===== src/rtl/round_key_buffer_pkg.sv =====
// -----------------------------------------------------------------------------
// round_key_buffer_pkg
// Shared AES constants and types used by the round-key buffer and its helpers.
//   NR_DEFAULT  : default number of cipher rounds (AES-128 -> 10)
//   RCON_SEED   : round constant presented for round 1
//   RCON_POLY   : GF(2^8) reduction term applied by xtime when bit 7 overflows
//   KEY_W       : width of a cipher key / round key
//   rkb_state_t : expansion FSM state encoding
// -----------------------------------------------------------------------------
package round_key_buffer_pkg;

    localparam int         NR_DEFAULT = 10;
    localparam int         KEY_W      = 128;
    localparam logic [7:0] RCON_SEED  = 8'h01;
    localparam logic [7:0] RCON_POLY  = 8'h1B;

    typedef enum logic [1:0] {
        ST_IDLE = 2'd0,
        ST_GEN  = 2'd1,
        ST_DONE = 2'd2
    } rkb_state_t;

endpackage


===== src/rtl/round_key_buffer_rcon_next.sv =====
// -----------------------------------------------------------------------------
// rcon_next
// Combinational AES round-constant advance: GF(2^8) multiply by x (xtime).
//   rcon  : current round constant
//   xtime : constant for the following round (0x80 -> 0x1B, 0x1B -> 0x36)
// -----------------------------------------------------------------------------
module rcon_next
    import round_key_buffer_pkg::*;
(
    input  logic [7:0] rcon,
    output logic [7:0] xtime
);

    // Shift left; fold the bit that falls off back in through the field polynomial.
    always_comb begin
        xtime = {rcon[6:0], 1'b0} ^ (rcon[7] ? RCON_POLY : 8'h00);
    end

endmodule


===== src/rtl/round_key_buffer.sv =====
// -----------------------------------------------------------------------------
// round_key_buffer
// Drives an external AES key-schedule stage one round at a time and stores the
// NR+1 round keys it returns, with a registered random-access read port.
//   clk, rst         : rising-edge clock, asynchronous active-high reset
//   start            : one-cycle request to expand cipher_key_i (ignored in GEN)
//   cipher_key_i     : cipher key, sampled in the start cycle
//   ks_en            : key-schedule stage enable, high for the whole expansion
//   ks_sel           : stage input-mux select (0 for round 1, 1 afterwards)
//   ks_rcon          : round constant for the round being generated
//   ks_key_i         : previous round key handed to the stage
//   ks_key_flag      : stage pulse, ks_key_o holds a finished round key
//   ks_key_o         : round key from the stage
//   rd_addr, rd_key  : read index 0..NR, data one cycle later (0 beyond NR)
//   key_valid        : per-entry written flags
//   busy, keys_ready : expansion in progress / all entries valid
// -----------------------------------------------------------------------------
module round_key_buffer
    import round_key_buffer_pkg::*;
#(
    parameter int NR = NR_DEFAULT
)
(
    input  logic             clk,
    input  logic             rst,
    input  logic             start,
    input  logic [KEY_W-1:0] cipher_key_i,
    output logic             ks_en,
    output logic             ks_sel,
    output logic [7:0]       ks_rcon,
    output logic [KEY_W-1:0] ks_key_i,
    input  logic             ks_key_flag,
    input  logic [KEY_W-1:0] ks_key_o,
    input  logic [3:0]       rd_addr,
    output logic [KEY_W-1:0] rd_key,
    output logic [NR:0]      key_valid,
    output logic             busy,
    output logic             keys_ready
);

    localparam logic [NR:0] VALID_FIRST = {{NR{1'b0}}, 1'b1};
    localparam logic [3:0]  LAST_ROUND  = 4'(NR);

    rkb_state_t       state;
    logic [3:0]       round;
    logic [7:0]       rcon_adv;
    logic             start_acc;
    logic             flag_acc;
    logic [KEY_W-1:0] keys [0:NR];

    rcon_next u_rcon_next (
        .rcon  (ks_rcon),
        .xtime (rcon_adv)
    );

    // start restarts from IDLE or DONE only; stage pulses count only while generating.
    always_comb begin
        start_acc = start && (state != ST_GEN);
        flag_acc  = ks_key_flag && (state == ST_GEN);
    end

    // Expansion FSM with registered handshake/status outputs.
    always_ff @(posedge clk or posedge rst) begin
        if (rst) begin
            state      <= ST_IDLE;
            round      <= 4'd0;
            ks_en      <= 1'b0;
            ks_sel     <= 1'b0;
            ks_rcon    <= RCON_SEED;
            ks_key_i   <= '0;
            key_valid  <= '0;
            busy       <= 1'b0;
            keys_ready <= 1'b0;
        end else if (start_acc) begin
            // Restart clears every valid bit but entry 0; stale keys stay in storage.
            state      <= ST_GEN;
            round      <= 4'd1;
            ks_en      <= 1'b1;
            ks_sel     <= 1'b0;
            ks_rcon    <= RCON_SEED;
            ks_key_i   <= cipher_key_i;
            key_valid  <= VALID_FIRST;
            busy       <= 1'b1;
            keys_ready <= 1'b0;
        end else if (flag_acc) begin
            key_valid[round] <= 1'b1;
            ks_key_i         <= ks_key_o;
            if (round == LAST_ROUND) begin
                // Counter holds at NR; nothing further is requested from the stage.
                state      <= ST_DONE;
                ks_en      <= 1'b0;
                busy       <= 1'b0;
                keys_ready <= 1'b1;
            end else begin
                round   <= round + 4'd1;
                ks_rcon <= rcon_adv;
                ks_sel  <= 1'b1;
            end
        end
    end

    // Round-key storage and registered read port.
    // NOTE: the key array is reset because a read after reset must return zeros;
    // a storage array without that need would be left unreset.
    always_ff @(posedge clk or posedge rst) begin
        if (rst) begin
            for (int i = 0; i <= NR; i++) begin
                keys[i] <= '0;
            end
            rd_key <= '0;
        end else begin
            if (start_acc) begin
                keys[0] <= cipher_key_i;
            end else if (flag_acc) begin
                keys[round] <= ks_key_o;
            end
            // NOTE: non-blocking assignment makes a same-cycle read of the entry
            // being written return its old contents.
            rd_key <= (int'(rd_addr) <= NR) ? keys[rd_addr] : '0;
        end
    end

endmodule

===== config.mk =====
export PLATFORM = sky130hd
export DESIGN_NAME = round_key_buffer
export DESIGN_NICKNAME = d
export VERILOG_FILES = /design/src/rtl/round_key_buffer_pkg.sv /design/src/rtl/round_key_buffer_rcon_next.sv /design/src/rtl/round_key_buffer.sv
export SDC_FILE = /design/constraint.sdc
export NUM_CORES = 2
export LEC_CHECK = 0
export CAP_MARGIN = 30
export CORE_MARGIN = 10
export CORE_UTILIZATION = 43
export CTS_CLUSTER_SIZE = 10
export DETAILED_ROUTE_END_ITERATION = 10
export DONT_BUFFER_PORTS = 1
export PLACE_DENSITY_LB_ADDON = 0.05
export SYNTH_ARGS = -nofsm -noshare
export SYNTH_HDL_FRONTEND = slang
export SYNTH_SLANG_ARGS = --single-unit

===== constraint.sdc =====
create_clock -name clk -period 117.2 [get_ports clk]
set_input_delay 17.58 -clock clk [delete_from_list [all_inputs] [get_ports clk]]
set_output_delay 17.58 -clock clk [all_outputs]
set_load 0.05 [all_outputs]

==> impl_metrics.json <==
{
  "holdWs_ns": 0.4967,
  "critPathMaxFanout": 159,
  "clkPwrFrac_pct": 23.9,
  "synth_edf_count": 0,
  "cts_resized": 0,
  "clock-root-buffer": "clkbuf_16",
  "synth_seq_cells": 1690,
  "io_buffers": 0,
  "ctsLongestPathBuffers": 3,
  "ioPinCount": 543,
  "finalPower_w": 0.002340,
  "holdBufCountCts": 0,
  "insertion_delay_ns": 0.84,
  "cp-start-kind": "input pin",
  "synth.avg_cell_area_um2": 13.58,
  "seqPwrFrac_pct": 48.1,
  "final_nets": 5564,
  "post-place-ws_ns": 95.74,
  "cts_inserted_buffers": 196,
  "power_switching_w": 0.0008390,
  "violations": "max-slew violations",
  "synthMuxAreaShare_pct": 28.00,
  "rsz0062_at_grt": "false",
  "globalRouteOverflowTotal": 0,
  "utilization_pct": 47.17,
  "critical_path_class": "input pin to asynchronous set/reset pin",
  "syn_nets": 5855,
  "fp.dieH_um": 440.0,
  "relSlewSlack_pct": -14.91,
  "syn_inst": 5587,
  "std_cell_rows": 154,
  "drive_above_1_share_pct": 33.05,
  "cts_setup_buffers": 0,
  "synth_compound_area_share_pct": 8.823,
  "final-hold-violation-count": 0,
  "p_int_w": 0.001501,
  "grt_use_total_pct": 24.54,
  "tightest_slew_ns": 1.724,
  "tritoncts": "done",
  "fmaxAchievable_mhz": 49.29,
  "arrival_ns": 21.14,
  "crit_path_top_delay_cell": "buf_4",
  "max_stage_delay_ns": 0.79,
  "status": "finished with violations",
  "ys_seq_area_share_pct": 55.74,
  "skew_ns": 0.02454,
  "dieArea_mm2": 0.1936,
  "required_ns": 118.05,
  "p_comb_share_pct": 28.0,
  "grt_first_pass_wirelength_um": 356700,
  "tns_ns": 0,
  "setup_violations": 0,
  "layout_setup_ws_ns": 96.91,
  "synth_xor_area_share_pct": 0.03463,
  "dieWidth_um": 440.0,
  "antenna_found_initial": 3,
  "synthFlopType": "dfrtp_1",
  "route.vias.total": 47130,
  "synth_fa_ha_area_share_pct": 0.06597,
  "synthToLayoutAreaGrowth_pct": 9.255,
  "routed_wl_um": 240600,
  "synth_simple_gate_area_share_pct": 3.445,
  "ant_nets": 0,
  "period_share_pct": 17.31,
  "htree_levels": 4,
  "syn_area_mm2": 0.07587,
  "maxSlewViolCount": 190,
  "hold_path_class": "register to register",
  "dp_hpwl_um": 131500,
  "ys_warn_count": 0,
  "async_reset_ff_share_pct": 100.0,
  "grt_max_degree": 515,
  "ir_drop_v": 0.00002400,
  "core_mm2": 0.1757,
  "vias_per_cell": 6.106,
  "cp-end-kind": "asynchronous set/reset pin",
  "swShare_pct": 35.86,
  "post-route-drc-count": 0,
  "clock_sinks": 1690,
  "clkTransAtPathRegs_ns": 0.05,
  "cap_violations": 0,
  "finalCriticalPeriod_ns": 20.29,
  "final_cell_mix": "dfrtp_1, mux2_2, mux2i_1",
  "routedWlPerCell_um": 31.18,
  "power_density_mw_per_mm2": 28.23,
  "drt_iter0_markers": 3102,
  "worstPathCellList": "inv_8 -> buf_4 -> buf_4 -> buf_12 -> buf_4",
  "power_leakage_nw": 36.48,
  "n_fill_cell": 15790,
  "place.gp.congestion": 0.7190,
  "initial_core_util_pct": 43.17,
  "synth_top_family_by_area": "multiplexers",
  "grt_pass1_vias": 50480,
  "final_common_cell": "dfrtp_1",
  "crit_top_cell": "buf_4",
  "dr.pass1.iters": 5,
  "synth_cell_type_count": 41
}
## state kept, by name, summed over array words and instances, names as in the netlist
signal and flops:
ks_key_i 128, ks_sel 1, rd_key 128, state 1, ks_rcon 8, key_valid 11
keys 1408, keys_ready 1, round 4
## critical path, delay by kind of cell
kind                   cells  cell delay, ns
buffers and inverters      5            3.29
## cells by family (layout without fill, tap and decap cells)
logic type | count (synthesis) | in the layout
adders and majority gates | 4 | 4
muxes | 1802 | 1802
xor gates and xnor gates | 3 | 3
other | 0 | 1
and+or+nand+nor | 546 | 546
DFF | 1690 | 1690
buffers and inverters | 621 | 411
AOI/OAI and AO/OA | 921 | 921
## through the flow
stage	cells	cell area [um2]
4_1_cts	7710	82700
5_1_grt	7717	82890
2_1_floorplan	5587	75870
3_3_place_gp	7420	76830
6_report	7718	82890
3_5_place_dp	7431	77090
## final timing paths
| path | from | cells after the start | to | slack [ns] |
|---|---|---|---|---|
| hold reg to reg | keys[527] | 1 | keys[527] | 0.50 |
| min in group asynchronous | rst | 1 | rd_key[91] | 16.62 |
| max in group clk | rd_addr[0] | 4 | rd_key[2] | 97.29 |
| setup / recovery | rst | 5 | keys[164] | 96.91 |
| setup reg to reg | state[0] | 7 | keys[944] | 112.81 |
| hold / removal | keys[527] | 1 | keys[527] | 0.50 |
## power by group through the flow
stage / clock, W / sequential, W / combinational, W
6_report: 0.000560 / 0.00113 / 0.000654
5_1_grt: 0.000597 / 0.00116 / 0.000713
3_3_place_gp: 0 / 0.00113 / 0.000639
2_1_floorplan: 0 / 0.00109 / 0.000515
3_5_place_dp: 0 / 0.00114 / 0.000658
4_1_cts: 0.000574 / 0.00113 / 0.000659
## cell usage after synthesis, drive strengths merged, types with 2 or more instances
library cell / n / share of area (%)
buf: 246 / 2.0
mux2i: 391 / 5.2
dfrtp: 1689 / 56
nand3: 10 / 0.066
a22o: 128 / 1.5
a32oi: 123 / 1.4
nand4: 6 / 0.049
nand2b: 130 / 1.1
mux2: 1283 / 19
xnor2: 3 / 0.035
clkbuf: 355 / 1.8
nor3: 128 / 0.84
mux4: 128 / 3.8
ha: 4 / 0.066
a21oi: 140 / 0.92
nor2: 2 / 0.0099
a221oi: 128 / 1.5
a31oi: 133 / 1.1
o2bb2ai: 128 / 1.5
o21ai: 136 / 0.90
nand2: 258 / 1.3
nor2b: 5 / 0.041
inv: 20 / 0.099
## layout make-up
cell class / instances / area, um2 / share of cell area, %
sequential: 1690 / 42290 / 51.02
multi-input combinational: 3276 / 30780 / 37.13
clock buffer: 264 / 5438 / 6.560
tap: 2340 / 2928 / 3.532
timing repair buffer: 112 / 1194 / 1.440
clock inverter: 15 / 171.4 / 0.2068
inverter: 20 / 87.58 / 0.1057
antenna: 1 / 2.502 / 0.003019
## metal layers
layer / vias up / global-route usage [%] / share of wire [%]
met4: 2 / 7.012 / 2.7
met1: 25660 / 32.19 / 43
met3: 336 / 3.991 / 4.4
met2: 1089 / 41.93 / 50
met5: - / 0 / 0.0054
li1: 20040 / - / -
Note: power is estimated with default switching activity, not from simulation.
